**config.mk**
```make
export PLATFORM = sky130hd
export DESIGN_NAME = defuzz_centroid
export DESIGN_NICKNAME = d
export VERILOG_FILES = /design/src/rtl/defuzz_centroid.sv
export SDC_FILE = /design/constraint.sdc
export NUM_CORES = 1
export LEC_CHECK = 0
export CAP_MARGIN = 25
export CORE_ASPECT_RATIO = 0.6
export CORE_MARGIN = 2
export CORE_UTILIZATION = 55
export DETAILED_ROUTE_END_ITERATION = 10
export GPL_ROUTABILITY_DRIVEN = 0
export PLACE_DENSITY = 0.7
export SYNTH_ARGS = -nofsm -noshare
export SYNTH_HDL_FRONTEND = slang
export SYNTH_SLANG_ARGS = --single-unit
```
**constraint.sdc**
```tcl
create_clock -name clk -period 33 [get_ports clk]
set_input_delay 8.25 -clock clk [delete_from_list [all_inputs] [get_ports clk]]
set_output_delay 8.25 -clock clk [all_outputs]
set_load 0.03 [all_outputs]
```
**src/rtl/defuzz_centroid.sv**
```systemverilog
// Centroid defuzzifier: accumulates sum(mu*z) and sum(mu) over a frame of
// (mu, z) beats, then divides them with a sequential restoring divider to
// produce a signed crisp output, held on a valid/ready port until consumed.
module defuzz_centroid #(
  parameter int MU_W       = 16,
  parameter int Z_W        = 8,
  parameter int LOG2_TERMS = 4,
  parameter int ZERO_OUT   = 0
) (
  input  logic                  clk,
  input  logic                  rst_n,
  input  logic                  in_valid,
  output logic                  in_ready,
  input  logic [MU_W-1:0]       in_mu,
  input  logic signed [Z_W-1:0] in_z,
  input  logic                  in_last,
  output logic                  out_valid,
  input  logic                  out_ready,
  output logic signed [Z_W-1:0] out_crisp,
  output logic                  out_zero_w,
  output logic                  out_ovf,
  output logic                  busy
);
  localparam int NUM_W  = MU_W + Z_W + LOG2_TERMS + 1;
  localparam int DEN_W  = MU_W + LOG2_TERMS;
  localparam int CNT_W  = LOG2_TERMS + 1;
  localparam int PROD_W = MU_W + Z_W + 1;
  localparam int STEP_W = $clog2(Z_W + 1);

  typedef enum logic [1:0] {ACC, DIV, DONE} state_t;

  state_t                   state;
  logic signed [NUM_W-1:0]  num;
  logic [DEN_W-1:0]         den;
  logic [CNT_W-1:0]         cnt;
  logic                     ovf_acc;
  // divider state: magnitude remainder, shifted divisor, quotient bits
  logic [NUM_W-1:0]         rem, dvs;
  logic [Z_W-1:0]           quo;
  logic                     neg, zero, sat;
  logic [STEP_W-1:0]        step;

  logic                     take, room;
  logic signed [PROD_W-1:0] prod;
  logic signed [NUM_W-1:0]  num_nxt;
  logic [DEN_W-1:0]         den_nxt;
  logic [NUM_W-1:0]         mag_nxt;
  logic [Z_W-1:0]           crisp_fin;

  assign in_ready = (state == ACC);
  assign busy     = (state != ACC);
  assign take     = in_valid && (state == ACC);
  // cnt saturates at 2^LOG2_TERMS, so its MSB marks a full frame
  assign room     = ~cnt[CNT_W-1];
  // mu is unsigned, so zero-extend before the signed multiply
  assign prod     = $signed({1'b0, in_mu}) * in_z;

  // Next accumulator values for the beat being offered
  always_comb begin
    num_nxt = num;
    den_nxt = den;
    if (room) begin
      num_nxt = num + {{(NUM_W-PROD_W){prod[PROD_W-1]}}, prod};
      den_nxt = den + {{LOG2_TERMS{1'b0}}, in_mu};
    end
    mag_nxt = num_nxt[NUM_W-1] ? NUM_W'(-num_nxt) : NUM_W'(num_nxt);
  end

  // Sign application and saturation of the finished quotient
  always_comb begin
    crisp_fin = quo;
    if (zero)
      crisp_fin = Z_W'(ZERO_OUT);
    else if (!neg) begin
      if (sat || quo[Z_W-1]) crisp_fin = {1'b0, {(Z_W-1){1'b1}}};
    end else if (sat || (quo[Z_W-1] && |quo[Z_W-2:0]))
      crisp_fin = {1'b1, {(Z_W-1){1'b0}}};
    else
      crisp_fin = -quo;
  end

  // Frame FSM: accumulate, divide MSB-first, then hold the result.
  // Zero-weight frames skip the divide steps but still pass through the
  // single finalize cycle, so both paths share the same output register path.
  always_ff @(posedge clk) begin
    if (!rst_n) begin
      state      <= ACC;
      num        <= '0;
      den        <= '0;
      cnt        <= '0;
      ovf_acc    <= 1'b0;
      rem        <= '0;
      dvs        <= '0;
      quo        <= '0;
      neg        <= 1'b0;
      zero       <= 1'b0;
      sat        <= 1'b0;
      step       <= '0;
      out_valid  <= 1'b0;
      out_crisp  <= '0;
      out_zero_w <= 1'b0;
      out_ovf    <= 1'b0;
    end else begin
      case (state)
        ACC: if (take) begin
          num     <= num_nxt;
          den     <= den_nxt;
          cnt     <= room ? cnt + 1'b1 : cnt;
          ovf_acc <= ovf_acc | ~room;
          if (in_last) begin
            state <= DIV;
            rem   <= mag_nxt;
            dvs   <= {{(NUM_W-DEN_W-Z_W+1){1'b0}}, den_nxt, {(Z_W-1){1'b0}}};
            quo   <= '0;
            neg   <= num_nxt[NUM_W-1];
            zero  <= (den_nxt == '0);
            // quotient would need more than Z_W bits
            sat   <= mag_nxt >= {{(NUM_W-DEN_W-Z_W){1'b0}}, den_nxt, {Z_W{1'b0}}};
            step  <= (den_nxt == '0) ? STEP_W'(Z_W) : '0;
          end
        end
        DIV: if (step != STEP_W'(Z_W)) begin
          if (rem >= dvs) begin
            rem <= rem - dvs;
            quo <= {quo[Z_W-2:0], 1'b1};
          end else
            quo <= {quo[Z_W-2:0], 1'b0};
          dvs  <= dvs >> 1;
          step <= step + 1'b1;
        end else begin
          state      <= DONE;
          out_valid  <= 1'b1;
          out_crisp  <= crisp_fin;
          out_zero_w <= zero;
          out_ovf    <= ovf_acc;
        end
        DONE: if (out_ready) begin
          state     <= ACC;
          out_valid <= 1'b0;
          num       <= '0;
          den       <= '0;
          cnt       <= '0;
          ovf_acc   <= 1'b0;
        end
        default: state <= ACC;
      endcase
    end
  end
endmodule

```
### After elaboration in Yosys (flattened, before gate mapping)

Index checks and enable logic that the tools add are counted.

* add/subtract/negate cells: 7
* $mul: 1
* magnitude comparators: 2
* equal/unequal tests: 10
* muxes and demuxes: 46
* bitwise logic cells: 2
* reduce and logical (&&, ||, !) cells: 19

Operators by type and width (number)
* two-way mux 29 bit: 11
* case mux 29 bit (2 select lines): 3
* two-way mux 20 bit: 3
* two-way mux 8 bit: 7
* case mux 20 bit (2 select lines): 1
* adder 29 bit: 1
* >= comparator 29 x 28 -> 1 bit: 1
* >= comparator 29 bit: 1
* negator 29 bit: 1
* subtractor 29 bit: 1
* multiplier 17 x 8 -> 25 bit: 1
* adder 20 x 16 -> 20 bit: 1
* logical NOT 20 bit: 1
* two-way mux 4 bit: 4
* case mux 8 bit (2 select lines): 1
* two-way mux 5 bit: 3
* AND reduction 4 bit: 3
* inequality test 2 bit, second input constant: 5
* case mux 5 bit (2 select lines): 1
* AND reduction 3 bit: 3
* two-way mux 2 bit: 4
* negator 8 bit: 1
* case mux 4 bit (2 select lines): 1
* nonzero test 2 bit: 4
* other kinds (17): 24

* bits in registers: 141
* input port bits: 29
* output and inout port bits: 13
* logic and storage cells: 104

### Logic depth before layout (Yosys ltp)

* word-level depth: 8
* mapped depth: 44
* depth with buffers taken out: 41

### Worst setup path before layout

Ideal clock, no wire load.

* path type: input to register
* start point: input port in_z[7]
* end point: register sat
* setup time: 124 ps
* data arrival time: 17042 ps
* data required time: 32876 ps
* slack: 15833 ps
* cell stages on the path: 41
* path buffers: 2
* path through: inv_1 > clkbuf_1 > nor2_1 > fa_1 > fa_1 > fa_1 > inv_1 > fa_1 > inv_1 > ha_1 > a21oi_1 > o21bai_1 > a41o_1 > a41oi_1 > a211oi_1 > o31a_1 > o21a_1 > o41ai_1 > (+5 left out) > o31ai_1 > a211oi_1 > mux2i_1 > xor2_1 > buf_2 > nor2_1 > xnor2_1 > ha_1 > a21o_1 > a21o_1 > a21o_1 > a21o_1 > a21o_1 > a211o_1 > a21oi_1 > o21ai_0 > a31oi_1 > o22ai_1

* word-level cells in the longest chain between the ends: 6

RTL lines
* from (decl): line 15 `input logic signed [Z_W-1:0] in_z,`
* multiplier 17 x 8 -> 25 bit (*): line 56 `assign prod = $signed({1'b0, in_mu}) * in_z;`
* adder 29 bit (*): line 63 `num_nxt = num + {{(NUM_W-PROD_W){prod[PROD_W-1]}}, prod};`
* two-way mux 29 bit (*): line 62 `if (room) begin`
* negator 29 bit: line 66 `mag_nxt = num_nxt[NUM_W-1] ? NUM_W'(-num_nxt) : NUM_W'(num_nxt);`
* two-way mux 29 bit (*): line 66
* >= comparator 29 x 28 -> 1 bit (*): line 118 `sat <= mag_nxt >= {{(NUM_W-DEN_W-Z_W){1'b0}}, den_nxt, {Z_W{1'b0}}};`
* to (signal assigned): line 118
* to (decl): line 40 `logic neg, zero, sat;`

Mark *: on every way between the ends. The rest lies on a longest branch, timed or not.
A chain may end at the register's enable or synchronous reset.

### Worst setup path after layout

Ends and elaborated chain as after synthesis.

==> flow_summary.json <==
{
  "grt_max_degree": 79,
  "min_to": "rem[0]",
  "cts.clk_slew.worst_paths_ps": 70,
  "final-seq-area_sq_mm": 0.00278,
  "start_util": 0.555,
  "setup_ws_ps": 14610,
  "antenna_left": 0,
  "synth.distinct_cells": 96,
  "cts_tree": "built",
  "synth-main-ff-cell": "dfxtp_1",
  "finalNonFillerCells": 2401,
  "vias_per_cell": 6.30,
  "overflow": 0,
  "skew_ps": 12.6,
  "hold_path_class": "reg2reg",
  "relSlewSlack": 0.314,
  "avgSynthCellArea_sq_um": 7.86,
  "hp-start": "rem[0]",
  "r2r-start": "num[0]",
  "clkSinkCount": 139,
  "slew_violations": 0,
  "fin_setup_tns_ps": 0,
  "synth_nets": 2294,
  "worst_pin_slew_ps": 1020,
  "synth_edf_count": 0,
  "async_flop_share": 0,
  "synth_cells": 2020,
  "grt_pass1_wl_um": 73900,
  "finalNetCount": 2287,
  "vias": 15119,
  "rsz0062_at_grt": "false",
  "die_y_um": 136,
  "port-buffer-count": 41,
  "finalCritPeriodShare": 0.557,
  "fp.dieW_um": 223,
  "cts_resized": 0,
  "crit_type": "in2reg",
  "r2r-end": "sat",
  "path_common_cell": "a21o_1",
  "required_ps": 33320,
  "multiInputGateArea_sq_mm": 0.0120,
  "diodes": 0,
  "fmax_mhz": 54.4,
  "period_minus_slack_ps": 18390,
  "first_global_vias": 14135,
  "drive_gt1_frac": 0.0499,
  "hold_depth": 2,
  "worstSetupStartpointType": "input port",
  "h-tree-depth": 4,
  "dp_hpwl_um": 35200,
  "wl_per_cell_um": 19.2,
  "firstDrtPassIters": 9,
  "crit_path_end_kind": "register",
  "track_usage": 0.308,
  "cpMaxStageDelayCell": "clkdlybuf4s50_1",
  "hold_buffers": 0,
  "cp_max_fo": 24,
  "insertion_delay_ps": 450,
  "ys.warnings.count": 0,
  "reg2reg_depth": 24,
  "area_delta_synth_final_pct": 7.74,
  "syn-cell-area_sq_mm": 0.0159,
  "io_pins": 42,
  "yosysSeqAreaShare": 0.175,
  "setup_violations": 0,
  "whs_ps": 457,
  "cts_made_buffers": 17,
  "synth_seq_cells": 139,
  "dp_cells": 2369,
  "cp.arrival_ps": 18710,
  "status": "finished, final reports clean",
  "rows": 48,
  "dieArea_sq_mm": 0.0303,
  "antenna_found_initial": 0,
  "drc": 0,
  "cap_violations": 0,
  "drt-total-wl_um": 46100,
  "clk_root_buffer_cell": "clkbuf_16",
  "slowest_delay_ps": 540,
  "hold_viol": 0,
  "fill_cells": 2604,
  "drtIter0Drc": 1468,
  "cts.path.max_buffers": 2,
  "coreArea_sq_mm": 0.0286,
  "post-cts-setup-buffer-count": 0,
  "dp_worst_setup_slack_ps": 14300,
  "rrSetupSlack_ps": 27040
}
sequential cells by signal (all words and copies together), names as in the netlist:
name        cells
zero            1
sat             1
out_valid       1
den            20
out_zero_w      1
rem            29
quo             8
dvs            27
cnt             5
step            4
out_ovf         1
neg             1
num            29
state           2
ovf_acc         1
out_crisp       8
logic make-up (layout without fill, tap and decap cells):
logic type / count (synthesis) / after routing / synth area share
AO/OA/AOI/OAI: 560 / 560 / 0.243
AND/OR/NAND/NOR: 695 / 695 / 0.222
multiplexers: 20 / 20 / 0.0132
buffers and inverters: 286 / 292 / 0.0704
flip-flops: 139 / 139 / 0.175
XOR/XNOR: 75 / 75 / 0.0418
adder cells (fa/ha/maj): 245 / 245 / 0.235
worst max-delay path: cells and delay by family:
kind                       cells  cell delay, ps
AOI/OAI and AO/OA             22            4610
xor gates and xnor gates       3             480
adders and majority gates      7            3080
and+or+nand+nor                3             370
buffers and inverters          5            1370
muxes                          1             540
metal layers:
layer  wire (um)  vias to the layer above  track usage
met3        4590                       62       0.0748
met1       22600                     7228        0.467
met4         697                        0       0.0744
li1            -                     7173            -
met5           0                        -            0
met2       18300                      656        0.435
through the flow:
stage	utilization	cell area [sq um]
after floorplan	-	15900
after global placement	0.578	16500
after detailed placement	0.579	16600
after CTS	0.598	17100
after global routing	0.598	17100
final	0.598	17100
synthesized netlist by cell type (all sizes together) (7+ instances only):
| cell | n | area, sq um |
|---|---|---|
| and2 | 105 | 657 |
| nor2b | 18 | 113 |
| clkbuf | 67 | 272 |
| xor2 | 23 | 201 |
| inv | 201 | 754 |
| nor2 | 193 | 732 |
| xnor2 | 52 | 463 |
| fa | 88 | 1760 |
| or3 | 15 | 93.8 |
| a211oi | 21 | 168 |
| o31a | 7 | 65.1 |
| a221oi | 8 | 87.6 |
| o21a | 20 | 150 |
| nor3 | 58 | 290 |
| mux2i | 13 | 130 |
| o31ai | 17 | 128 |
| nor3b | 9 | 67.6 |
| dfxtp | 139 | 2780 |
| nor4 | 8 | 50.1 |
| or4 | 8 | 61.3 |
| nand3 | 44 | 225 |
| a21o | 52 | 390 |
| o211ai | 15 | 113 |
| mux2 | 7 | 78.8 |
| o21ai | 71 | 355 |
| nand4 | 19 | 119 |
| ha | 157 | 1960 |
| nor4b | 9 | 85.1 |
| o21bai | 9 | 67.6 |
| a22oi | 73 | 548 |
| nand2b | 16 | 103 |
| nand2 | 146 | 551 |
| and3 | 15 | 93.8 |
| a31oi | 21 | 131 |
| and4 | 7 | 61.3 |
| a21oi | 151 | 759 |
| a211o | 9 | 80.1 |
| a2111o | 7 | 78.8 |
| o22ai | 7 | 43.8 |
| buf | 18 | 91.3 |
layout make-up:
cell class,count,area share
flip-flops and latches,139,0.163
clock buffers,17,0.0249
well taps,375,0.0274
multi-input cells,1595,0.701
repair buffers,59,0.0319
inverters,201,0.0442
clock inverters,15,0.00753
how the worst max path moves through the flow:
stage | start | endpoint | slack, ps
2_1_floorplan | in_z[7] | sat | 15830
3_3_place_gp | in_z[7] | sat | 14640
3_5_place_dp | in_z[7] | sat | 14300
4_1_cts | in_z[7] | sat | 14750
5_1_grt | in_z[7] | sat | 13890
6_report | in_z[7] | sat | 14610
cell usage in the layout, fill, tap and decap left out, types with 68 or more instances in the layout:
cell	n
dfxtp_1	138
inv_1	200
a21oi_1	150
and2_1	105
ha_1	157
o21ai_0	68
nand2_1	145
nor2_1	190
fa_1	88
a22oi_1	73
Power is not shown: default switching activity piles up to over one toggle a cycle in this logic, so the estimate is an artifact.
